<file path="config.mk">
export PLATFORM = sky130hd
export DESIGN_NAME = div_unit_flat
export DESIGN_NICKNAME = d
export VERILOG_FILES = /design/src/rtl/div_unit_if.sv /design/src/rtl/div_unit.sv /design/src/flat_wrapper.sv
export SDC_FILE = /design/constraint.sdc
export NUM_CORES = 1
export LEC_CHECK = 0
export BUFFER_PORTS_ARGS = -buffer_cell sky130_fd_sc_hd__buf_2
export CORE_UTILIZATION = 25
export DETAILED_ROUTE_END_ITERATION = 6
export PLACE_DENSITY = 0.42
export SYNTH_ARGS = -nofsm -noshare
export SYNTH_HDL_FRONTEND = slang
export SYNTH_SLANG_ARGS = --single-unit
</file>
<file path="constraint.sdc">
create_clock -name clk -period 5 [get_ports clk]
set_input_delay 0.5 -clock clk [delete_from_list [all_inputs] [get_ports clk]]
set_output_delay 0.5 -clock clk [all_outputs]
set_load 0.02 [all_outputs]
</file>
<file path="src/rtl/div_unit_if.sv">
// Opcode constants shared with the ALU decoder, and the pipeline <-> divider port bundle.
// The pipeline side drives the request; the divider answers with stall, strobe and result.
package div_defs_pkg;
    localparam logic [7:0] EXE_DIV_OP  = 8'b0001_1010;
    localparam logic [7:0] EXE_DIVU_OP = 8'b0001_1011;
endpackage

interface div_unit_if;
    logic [7:0]  alucontrol;
    logic [31:0] a;
    logic [31:0] b;
    logic        annul;
    logic        div_stall;
    logic        done;
    logic [31:0] hi;
    logic [31:0] lo;

    modport master (output alucontrol, a, b, annul,
                     input  div_stall, done, hi, lo);
    modport slave  (input  alucontrol, a, b, annul,
                     output div_stall, done, hi, lo);
endinterface

</file>
<file path="src/rtl/div_unit.sv">
// Multi-cycle radix-2 restoring divider for the MIPS DIV/DIVU instructions.
// Quotient goes to lo, remainder to hi; divide by zero yields zeros without a trap.
module div_unit
    import div_defs_pkg::*;
(
    input  logic       clk,
    input  logic       rst,
    div_unit_if.slave  bus
);

    typedef enum logic [1:0] {IDLE, BYZERO, ON, END} state_t;

    state_t      state;
    logic [5:0]  cnt;
    logic [31:0] dvd_q;      // dividend magnitude, quotient bits shift in from the right
    logic [31:0] dvs;
    logic [31:0] rem;
    logic        neg_q;
    logic        neg_r;
    logic        done_q;
    logic [31:0] hi_q;
    logic [31:0] lo_q;

    logic        is_div;
    logic        is_signed;
    logic        start;
    logic        a_neg;
    logic        b_neg;
    logic [31:0] mag_a;
    logic [31:0] mag_b;
    logic [32:0] shifted;
    logic [32:0] diff;
    logic        fits;
    logic [31:0] rem_next;
    logic [31:0] quo_next;

    assign is_div    = (bus.alucontrol == EXE_DIV_OP) || (bus.alucontrol == EXE_DIVU_OP);
    assign is_signed = (bus.alucontrol == EXE_DIV_OP);
    assign start     = (state == IDLE) && is_div && !bus.annul;
    assign a_neg     = is_signed && bus.a[31];
    assign b_neg     = is_signed && bus.b[31];
    assign mag_a     = a_neg ? (~bus.a + 32'd1) : bus.a;
    assign mag_b     = b_neg ? (~bus.b + 32'd1) : bus.b;

    // NOTE: every always_comb output gets a default first so no path can infer a latch.
    always_comb begin
        shifted  = {rem, dvd_q[31]};
        diff     = shifted - {1'b0, dvs};
        fits     = (shifted >= {1'b0, dvs});
        rem_next = shifted[31:0];
        if (fits) begin
            rem_next = diff[31:0];
        end
        quo_next = {dvd_q[30:0], fits};
    end

    // Stall is raised in the start cycle itself so the pipeline freezes before ON begins.
    assign bus.div_stall = rst && (start || (state == BYZERO) || (state == ON));
    assign bus.done      = done_q;
    assign bus.hi        = hi_q;
    assign bus.lo        = lo_q;

    // NOTE: sequential state uses non-blocking assignments only, so every register
    // samples the pre-edge values regardless of statement order.
    always_ff @(posedge clk or negedge rst) begin
        if (!rst) begin
            state  <= IDLE;
            cnt    <= 6'd0;
            dvd_q  <= 32'd0;
            dvs    <= 32'd0;
            rem    <= 32'd0;
            neg_q  <= 1'b0;
            neg_r  <= 1'b0;
            done_q <= 1'b0;
            hi_q   <= 32'd0;
            lo_q   <= 32'd0;
        end else begin
            done_q <= 1'b0;
            unique case (state)
                IDLE: begin
                    if (start) begin
                        dvd_q <= mag_a;
                        dvs   <= mag_b;
                        rem   <= 32'd0;
                        cnt   <= 6'd0;
                        neg_q <= a_neg ^ b_neg;
                        neg_r <= a_neg;
                        state <= (bus.b == 32'd0) ? BYZERO : ON;
                    end
                end
                BYZERO: begin
                    if (bus.annul) begin
                        state <= IDLE;
                    end else begin
                        state  <= END;
                        done_q <= 1'b1;
                        hi_q   <= 32'd0;
                        lo_q   <= 32'd0;
                    end
                end
                ON: begin
                    if (bus.annul) begin
                        state <= IDLE;
                        cnt   <= 6'd0;
                    end else begin
                        dvd_q <= quo_next;
                        rem   <= rem_next;
                        cnt   <= cnt + 6'd1;
                        if (cnt == 6'd31) begin
                            // Sign fix-up on the last iteration; MIN/-1 wraps back to MIN.
                            state  <= END;
                            cnt    <= 6'd0;
                            done_q <= 1'b1;
                            lo_q   <= neg_q ? (~quo_next + 32'd1) : quo_next;
                            hi_q   <= neg_r ? (~rem_next + 32'd1) : rem_next;
                        end
                    end
                end
                END: begin
                    state <= IDLE;
                end
                default: begin
                    state <= IDLE;
                end
            endcase
        end
    end

endmodule

</file>
<file path="src/flat_wrapper.sv">
// flat-port wrapper written by rule: the top's interface ports become plain ports
module div_unit_flat import div_defs_pkg::*;
  (clk, rst, bus_alucontrol, bus_a, bus_b, bus_annul, bus_div_stall, bus_done, bus_hi, bus_lo);
  div_unit_if bus_i ();
  input  logic clk;
  input  logic rst;
  input wire logic [$bits(bus_i.alucontrol)-1:0] bus_alucontrol;
  input wire logic [$bits(bus_i.a)-1:0] bus_a;
  input wire logic [$bits(bus_i.b)-1:0] bus_b;
  input wire logic [$bits(bus_i.annul)-1:0] bus_annul;
  output wire logic [$bits(bus_i.div_stall)-1:0] bus_div_stall;
  output wire logic [$bits(bus_i.done)-1:0] bus_done;
  output wire logic [$bits(bus_i.hi)-1:0] bus_hi;
  output wire logic [$bits(bus_i.lo)-1:0] bus_lo;
  assign bus_i.alucontrol = bus_alucontrol;
  assign bus_i.a = bus_a;
  assign bus_i.b = bus_b;
  assign bus_i.annul = bus_annul;
  assign bus_div_stall = bus_i.div_stall;
  assign bus_done = bus_i.done;
  assign bus_hi = bus_i.hi;
  assign bus_lo = bus_i.lo;
  div_unit u_core (.clk(clk), .rst(rst), .bus(bus_i));
endmodule
</file>
==> flow_metrics.py, run 1 <==
metrics = {
    "run_status": {
        "outcome": "finished, final reports clean",
    },
    "worst_setup_path": {
        "critPathLaunchType": "flop",
        "crit_start": "u_core.rem[22]$_DFFE_PN0P_",
        "crit_chain": "ha_1 > nand2_1 > nor2_1 > nand3_1 > a31o_4 > nand2_8 > inv_4 > mux2i_1 > ha_1 > nand3b_1 > nor2_1 > nand2_1 > nor3_1 > a31oi_1 > nor3_1 > nand2_1 > o41ai_1 > xnor2_1 > o21ai_1",
        "r2r_start": "u_core.rem[22]$_DFFE_PN0P_",
        "cpPeakStageDelay_ps": 460,
        "path_buf_inv": 1,
        "cp_slowest_cell": "ha_1",
        "required_ps": 5310,
        "arrival_ps": 4830,
        "path_class": "reg -> reg",
        "cp-end-kind": "flop",
        "crit_top_cell": "nand2_1",
        "worstPathMaxFanout": 10,
        "cp_top_family": "simple AND/OR/NAND/NOR gates",
    },
    "sta": {
        "fin_crit_ps": 4520,
        "hold_viol_final": 0,
        "setup_violations": 0,
        "finalCritPeriodShare_pct": 90.5,
        "grt_setup_unrepaired": "false",
        "timing.fmax_mhz": 221,
        "tns_ps": 0,
        "skew_ps": 13.7,
        "slew-limit-headroom_pct": 24.5,
        "finalMaxSlewViolations": 0,
        "worst_slew_pin_slew_ps": 1130,
    },
    "placement": {
        "dp_hpwl_um": 32300,
        "gp_congestion": 0.890,
        "port_buffers": 140,
    },
    "floorplan": {
        "ios": 141,
        "core-area_um2": 48000,
        "die_area_um2": 49900,
        "rows": 80,
        "fp.dieH_um": 223,
        "initial_utilization_pct": 25.5,
        "die_w_um": 223,
    },
    "synth": {
        "synth_top_area_cell": "dfrtp_1",
        "synth_area_um2": 12300,
        "synth_edf_count": 0,
        "async_flop_share_pct": 100,
        "avgSynthCellArea_um2": 8.02,
        "yosysUniqueCellTypes": 85,
        "yosys_warnings": 0,
        "syn_inst": 1529,
        "synthTopCellsByArea": "dfrtp_1 35%, o21ai_0 8.7%, nand2_1 8.3%, xor2_1 5.8%, xnor2_1 4.4%",
        "synth_top_area_share_pct": 34.9,
        "synth-seq-area-share_pct": 34.9,
        "synth_fp_nets": 1646,
        "ys_ff_latch": 171,
        "synthFlopType": "dfrtp_1",
    },
    "clock_tree": {
        "cts_tree": "built",
        "h-tree-depth": 4,
        "post_cts_resized": 0,
        "clk_root_buffer_cell": "clkbuf_16",
        "hold_buffers": 0,
        "numCtsBuffers": 17,
        "postCtsSetupRepairBufs": 0,
        "worstSkewPairLatency_ps": 460,
        "cts_max_path_buffers": 2,
        "path_clk_slew_ps": 70,
        "clock-sinks": 171,
    },
    "drt": {
        "ant_nets": 0,
        "firstDrtPassIters": 6,
        "wl_um": 42000,
        "first_iter_violations": 580,
        "vias_per_cell": 4.98,
        "wl_per_cell_um": 18.6,
        "drcViolationCount": 0,
        "vias": 11300,
    },
    "worst_hold_path": {
        "hold_path.class": "in -> async",
    },
    "global_route": {
        "grt_pass1_vias": 10900,
        "grtUsageTotal_pct": 16.9,
        "grt_pass1_wl_um": 65000,
        "grt_max_degree": 70,
        "grt_overflow": 0,
        "antenna_found_initial": 2,
    },
    "final_layout": {
        "fillers": 5206,
        "drive_gt1_share_pct": 14.8,
        "syn_to_final_growth_pct": 16.2,
        "antenna-diode-count": 0,
        "final_nets": 1753,
    },
    "job": {
        "max_cap_violations": 0,
    },
}
[layout make-up]
class / instances / area (um2) / share of cell area (%)
clock buffers: 20 / 467 / 3.28
flip-flops and latches: 171 / 4280 / 30.0
multi-input cells: 1228 / 7460 / 52.4
inverters: 52 / 198 / 1.39
clock inverters: 12 / 155 / 1.09
well taps: 615 / 769 / 5.40
repair buffers: 166 / 915 / 6.42
[placed cells by master, fill, tap and decap left out, types with 19 or more instances in the layout]
master,count
a21oi_1,95
buf_2,139
buf_4,25
dfrtp_1,171
ha_1,40
inv_1,50
mux2i_1,19
nand2_1,271
nand3_1,27
nor2_1,110
nor3_1,29
o21ai_0,213
o31ai_1,32
xnor2_1,61
xor2_1,81
[routing by layer]
layer	up-vias	share of wire [%]	track usage (%)
met2	210	49	28.7
met4	4	2.3	5.55
met3	41	3.3	2.48
li1	5603	-	-
met5	-	0.057	0
met1	5408	46	22.0
[cells in the mapped netlist, types with 8 or more instances]
master,n
o21ai_1,14
nand2b_1,14
nand4_1,15
buf_1,8
ha_1,41
o21ai_0,213
or4_1,12
clkbuf_1,47
o31ai_1,32
mux2i_1,19
nand3_1,27
a21oi_1,95
o41ai_1,9
nand2_1,271
buf_2,20
a31oi_1,9
nor3_1,29
and2_1,10
a211oi_1,12
or3_1,18
dfrtp_1,171
inv_1,50
nor2_1,110
a21o_1,13
xor2_1,81
and3_1,8
nor4_1,14
xnor2_1,61
[cell families (layout without fill, tap and decap cells)]
| group | Yosys count | in the layout | share of synthesized area [%] |
|---|---|---|---|
| adders and majority gates | 42 | 42 | 4.35 |
| muxes | 21 | 21 | 1.73 |
| DFF | 171 | 171 | 34.9 |
| AOI/OAI and AO/OA | 458 | 458 | 23.0 |
| xor gates and xnor gates | 142 | 142 | 10.1 |
| buffers and inverters | 130 | 250 | 4.31 |
| and+or+nand+nor | 565 | 565 | 21.6 |
[registers in the layout (all words and copies together), names as in the netlist]
name / cells
u_core.bus.hi: 32
u_core.dvs: 32
u_core.neg_r: 1
u_core.bus.done: 1
u_core.cnt: 6
u_core.rem: 32
u_core.state: 2
u_core.dvd_q: 32
u_core.neg_q: 1
u_core.bus.lo: 32
[metrics by stage]
stage | hold slack, ps | std cells | setup slack (ps) | instance area (um2) | util, %
2_1_floorplan | 204 | 1529 | 572 | 12300 | -
3_3_place_gp | 458 | 2232 | 535 | 13600 | 28.4
3_5_place_dp | 466 | 2232 | 519 | 13600 | 28.4
4_1_cts | 14.1 | 2264 | 493 | 14200 | 29.6
5_1_grt | 27.4 | 2264 | 76.9 | 14200 | 29.6
6_report | 4.73 | 2264 | 477 | 14200 | 29.6
[worst reg2reg max path, stage by stage (launching register included)]
cell	delay, ps
dfrtp_1	440
ha_1	460
nand2_1	150
nor2_1	360
nand3_1	240
a31o_4	340
nand2_8	120
inv_4	50
mux2i_1	230
ha_1	270
nand3b_1	120
nor2_1	150
nand2_1	70
nor3_1	140
a31oi_1	160
nor3_1	320
nand2_1	120
o41ai_1	400
xnor2_1	170
o21ai_1	70
[worst paths after layout]
check / end / slack [ps] / cells past startpoint
max: u_core.bus.hi[24]$_DFFE_PN0P_ / 480 / 19
min: u_core.dvd_q[29]$_DFFE_PN0P_ / 5 / 1
min in group clk: u_core.dvs[27]$_DFFE_PN0P_ / 350 / 3
min reg2reg: u_core.bus.hi[10]$_DFFE_PN0P_ / 470 / 2
max in group asynchronous: u_core.dvd_q[6]$_DFFE_PN0P_ / 3750 / 2
max reg2reg: u_core.bus.hi[24]$_DFFE_PN0P_ / 480 / 19
Power of run 1 is not shown: default switching activity piles up to over one toggle a cycle in this logic, so the estimate is an artifact.
==> run 2, diff against run 1 <==
Settings changed: CORE_UTILIZATION 25 to 35, PLACE_DENSITY 0.42 to 0.53.
==> run 2 against run 1 <==
Global-route usage grew 4.7 points. First-iteration DRC count increased by 62%. Wire length is 9.1% lower.
==> flow_metrics.py, run 2 (synthesized netlist as in run 1, its figures left out) <==
metrics = {
    "sta": {
        "fin_crit_ps": 4610,
        "worst_slew_pin_slew_ps": 1170,
        "skew_ps": 10.7,
        "grt_setup_unrepaired": "false",
        "finalCritPeriodShare_pct": 92.1,
        "hold_viol_final": 0,
        "tns_ps": 0,
        "slew-limit-headroom_pct": 21.9,
        "setup_violations": 0,
        "finalMaxSlewViolations": 0,
        "timing.fmax_mhz": 217,
    },
    "clock_tree": {
        "clk_root_buffer_cell": "clkbuf_16",
        "h-tree-depth": 4,
        "numCtsBuffers": 17,
        "worstSkewPairLatency_ps": 450,
        "path_clk_slew_ps": 80,
        "cts_tree": "built",
        "clock-sinks": 171,
        "cts_max_path_buffers": 2,
        "post_cts_resized": 0,
    },
    "final_layout": {
        "antenna-diode-count": 0,
        "syn_to_final_growth_pct": 13.9,
        "final_cell_area_um2": 14000,
        "final_common_cell": "nand2_1",
        "drive_gt1_share_pct": 14.4,
        "mostFrequentLayoutCells": "271 x nand2_1, 213 x o21ai_0, 171 x dfrtp_1",
        "final_nets": 1747,
    },
    "global_route": {
        "antenna_found_initial": 0,
        "grt_pass1_vias": 10500,
        "grt_overflow": 0,
        "grt_pass1_wl_um": 60000,
        "grtUsageTotal_pct": 21.7,
        "grt_max_degree": 159,
    },
    "floorplan": {
        "die_area_um2": 35800,
        "ios": 141,
        "die_w_um": 189,
        "initial_utilization_pct": 35.5,
        "rows": 68,
        "core-area_um2": 34500,
        "fp.dieH_um": 189,
    },
    "job": {
        "max_cap_violations": 0,
    },
    "drt": {
        "wl_per_cell_um": 18.2,
        "wl_um": 38200,
        "first_iter_violations": 939,
        "drcViolationCount": 0,
        "vias_per_cell": 5.41,
        "firstDrtPassIters": 5,
        "vias": 11400,
        "ant_nets": 0,
    },
    "placement": {
        "dp_hpwl_um": 28900,
        "placed_area_um2": 13400,
        "gp_congestion": 0.928,
        "port_buffers": 140,
    },
    "worst_setup_path": {
        "path_class": "reg -> reg",
        "arrival_ps": 4900,
        "critPathLaunchType": "flop",
        "crit_start": "u_core.rem[9]$_DFFE_PN0P_",
        "r2r_start": "u_core.rem[9]$_DFFE_PN0P_",
        "required_ps": 5290,
        "cp-end-kind": "flop",
        "worstPathMaxFanout": 11,
    },
    "worst_hold_path": {
        "min_from": "bus_alucontrol[0]",
        "hold_path.class": "in -> reg",
    },
    "run_status": {
        "outcome": "finished, final reports clean",
    },
}
run 2: cell types whose count changed in the layout (fill, tap and decap cells not counted), moves of 2 or more:
cell	before	now
buf_4	25	18
clkinv_4	2	4
inv_6	2	6
inv_8	3	0
run 2: area by class of cell:
class,count,area (um2)
Sequential cell,171,4280
Clock inverter,13,130
Clock buffer,19,453
Timing Repair Buffer,160,872
Tap cell,455,569
Inverter,52,198
Multi-Input combinational cell,1228,7460
Fill cell,3646,20600
run 2: repair_timing:
| action | in CTS | in global routing |
|---|---|---|
| hold buffers | 1 | 0 |
| buffers inserted | 0 | 0 |
| endpoints found under the hold margin | 13 | 0 |
run 2: stage by stage:
step | setup WS (ps) | cells | hold slack (ps) | utilization (%)
after floorplan | 572 | 1529 | 204 | -
after detailed placement | 469 | 2065 | 353 | 38.7
after global routing | 54.9 | 2098 | 363 | 40.4
after global placement | 624 | 2065 | 350 | 38.7
final | 393 | 2098 | 343 | 40.4
after CTS | 454 | 2098 | 326 | 40.4
run 2: critical path, cell delays in order (launching register included):
cell and delay (ps):
dfrtp_1 450, ha_1 470, nand2_1 120, nor2_1 360
o2111ai_2 250, a31o_4 370, nand2_8 140, inv_4 40
mux2i_1 230, ha_1 260, nand3b_1 120, nor2_1 170
nand2_1 80, nor3_1 170, a31oi_1 150, a211oi_2 310
nand4_1 210, o31ai_1 290, xor2_1 160, o21ai_0 80
run 2: metal layers:
| layer | vias up | track usage (%) | share of wire, % |
|---|---|---|---|
| met2 | 260 | 34.5 | 46 |
| met3 | 42 | 3.23 | 4.0 |
| met1 | 5440 | 30.1 | 47 |
| li1 | 5610 | - | - |
| met4 | 0 | 6.95 | 2.6 |
| met5 | - | 0 | 0 |
run 2: path summary, 6_finish.rpt:
check,depth (start not counted),slack (ps),to
setup / recovery,19,390,u_core.bus.hi[26]$_DFFE_PN0P_
hold / removal,3,340,u_core.neg_q$_DFFE_PN0P_
setup reg to reg,19,390,u_core.bus.hi[26]$_DFFE_PN0P_
hold reg to reg,2,470,u_core.bus.lo[20]$_DFFE_PN0P_
max in group asynchronous,3,3360,u_core.bus.lo[6]$_DFFE_PN0P_
min in group asynchronous,2,460,u_core.bus.lo[0]$_DFFE_PN0P_
Power of run 2 is left out for the same reason.
==> run 3, diff against run 2 <==
Settings changed: CELL_PAD_IN_SITES_DETAIL_PLACEMENT from default to 0, CELL_PAD_IN_SITES_GLOBAL_PLACEMENT from default to 1, PLACE_DENSITY 0.53 to 0.67.
==> run 3 against run 2 <==
Wire length is 2.0% higher. Register-to-register slack better by 60 ps. Maximum frequency is 1.4% higher. Critical path depth stayed put. Hold slack worse by 360 ps. Cell count hardly changed. Critical path type unchanged. Die area stayed put. The run now ends with hold timing left. Clock-buffer cell count is 1 lower. Design area is 0.16% higher. Worst setup slack better by 62 ps. Clock skew is 1.0 ps higher. Utilization is 0.065 points higher.
==> flow_metrics.py, run 3 (synthesized netlist as in run 1, its figures left out) <==
metrics = {
    "floorplan": {
        "initial_utilization_pct": 35.5,
        "die_area_um2": 35800,
        "rows": 68,
        "core-area_um2": 34500,
        "fp.dieH_um": 189,
        "ios": 141,
        "die_w_um": 189,
    },
    "final_layout": {
        "final_common_cell": "nand2_1",
        "antenna-diode-count": 0,
        "syn_to_final_growth_pct": 14.1,
        "drive_gt1_share_pct": 14.5,
        "mostFrequentLayoutCells": "271 x nand2_1, 213 x o21ai_0, 171 x dfrtp_1",
        "final_cell_area_um2": 14000,
        "final_nets": 1749,
    },
    "clock_tree": {
        "worstSkewPairLatency_ps": 460,
        "numCtsBuffers": 17,
        "post_cts_resized": 0,
        "h-tree-depth": 4,
        "path_clk_slew_ps": 70,
        "clock-sinks": 171,
        "cts_tree": "built",
        "hold_buffers": 0,
        "clk_root_buffer_cell": "clkbuf_16",
        "cts_max_path_buffers": 2,
        "postCtsSetupRepairBufs": 0,
    },
    "run_status": {
        "violations": "hold timing",
        "outcome": "finished with violations",
    },
    "global_route": {
        "antenna_found_initial": 2,
        "grt_overflow": 0,
        "grt_pass1_wl_um": 61700,
        "grt_pass1_vias": 10900,
        "grt_max_degree": 119,
        "grtUsageTotal_pct": 22.2,
    },
    "placement": {
        "placed_area_um2": 13400,
        "port_buffers": 140,
        "dp_hpwl_um": 29500,
        "gp_congestion": 0.940,
    },
    "sta": {
        "holdWs_ps": -19.2,
        "skew_ps": 11.7,
        "fin_crit_ps": 4540,
        "setup_violations": 0,
        "grt_setup_unrepaired": "false",
        "finalCritPeriodShare_pct": 90.9,
        "tns_ps": 0,
        "slew-limit-headroom_pct": 25.0,
        "finalMaxSlewViolations": 0,
        "hold_viol_final": 1,
        "worst_slew_pin_slew_ps": 1120,
        "timing.fmax_mhz": 220,
    },
    "worst_setup_path": {
        "critPathLaunchType": "flop",
        "r2r-end": "u_core.bus.hi[26]$_DFFE_PN0P_",
        "reg2reg_slack_ps": 460,
        "cp-end-kind": "flop",
        "crit_start": "u_core.rem[9]$_DFFE_PN0P_",
        "r2r_cells": 19,
        "endpoint": "u_core.bus.hi[26]$_DFFE_PN0P_",
        "arrival_ps": 4840,
        "r2r_start": "u_core.rem[9]$_DFFE_PN0P_",
        "path_class": "reg -> reg",
        "required_ps": 5300,
        "worstPathMaxFanout": 11,
    },
    "drt": {
        "first_iter_violations": 685,
        "vias_per_cell": 5.38,
        "vias": 11300,
        "wl_um": 39000,
        "firstDrtPassIters": 5,
        "drcViolationCount": 0,
        "wl_per_cell_um": 18.6,
        "ant_nets": 0,
    },
    "job": {
        "max_cap_violations": 0,
    },
    "worst_hold_path": {
        "hold_path.class": "in -> async",
    },
}
## run 3: cell types whose count changed in the layout (fill, tap and decap cells not counted), sizes merged
cell and change:
clkinv -3, buf +3, clkinvlp +2, clkbuf -1, bufinv +1, dlygate4sd3 -1
## run 3: worst max-delay path, cell delays in order, from the launching register on
cell,delay [ps]
dfrtp_1,450
ha_1,460
nand2_1,110
nor2_1,360
o2111ai_2,240
a31o_4,370
nand2_8,140
inv_4,40
mux2i_1,230
ha_1,250
nand3b_1,120
nor2_1,150
nand2_1,80
nor3_1,160
a31oi_1,140
a211oi_2,320
nand4_1,220
o31ai_1,290
xor2_1,170
o21ai_0,80
## run 3: cell type report
cell class | count | area (um2)
Fill cell | 3703 | 20600
Multi-Input combinational cell | 1228 | 7460
Sequential cell | 171 | 4280
Timing Repair Buffer | 162 | 885
Tap cell | 455 | 569
Clock buffer | 18 | 439
Inverter | 52 | 198
Clock inverter | 13 | 154
## run 3: routing by layer
metal,global-route usage (%),wire length (um),vias to the layer above
li1,-,-,5597
met1,30.9,18900,5391
met2,35.3,17700,248
met3,2.80,1370,54
met4,8.25,1080,0
met5,0,0,-
## run 3: how the worst min path moves through the flow
stage                                  startpoint                            end  cells after the start
floorplan                                     rst      u_core.bus.done$_DFF_PN0_                      0
global placement     u_core.bus.lo[4]$_DFFE_PN0P_   u_core.bus.lo[4]$_DFFE_PN0P_                      2
detailed placement  u_core.bus.lo[15]$_DFFE_PN0P_  u_core.bus.lo[15]$_DFFE_PN0P_                      2
CTS                                           rst   u_core.bus.lo[9]$_DFFE_PN0P_                      1
global route                                  rst   u_core.bus.lo[9]$_DFFE_PN0P_                      1
finish                                        rst   u_core.bus.lo[9]$_DFFE_PN0P_                      1
## run 3: metrics by stage
step	hold WS [ps]	util [%]	setup slack, ps	std cells
after CTS	2.63	40.5	499	2099
after floorplan	204	-	572	1529
after global routing	21.7	40.5	61.6	2099
after detailed placement	465	38.8	524	2068
final	-19.2	40.5	455	2099
after global placement	457	38.8	626	2068
Power of run 3 is left out for the same reason.
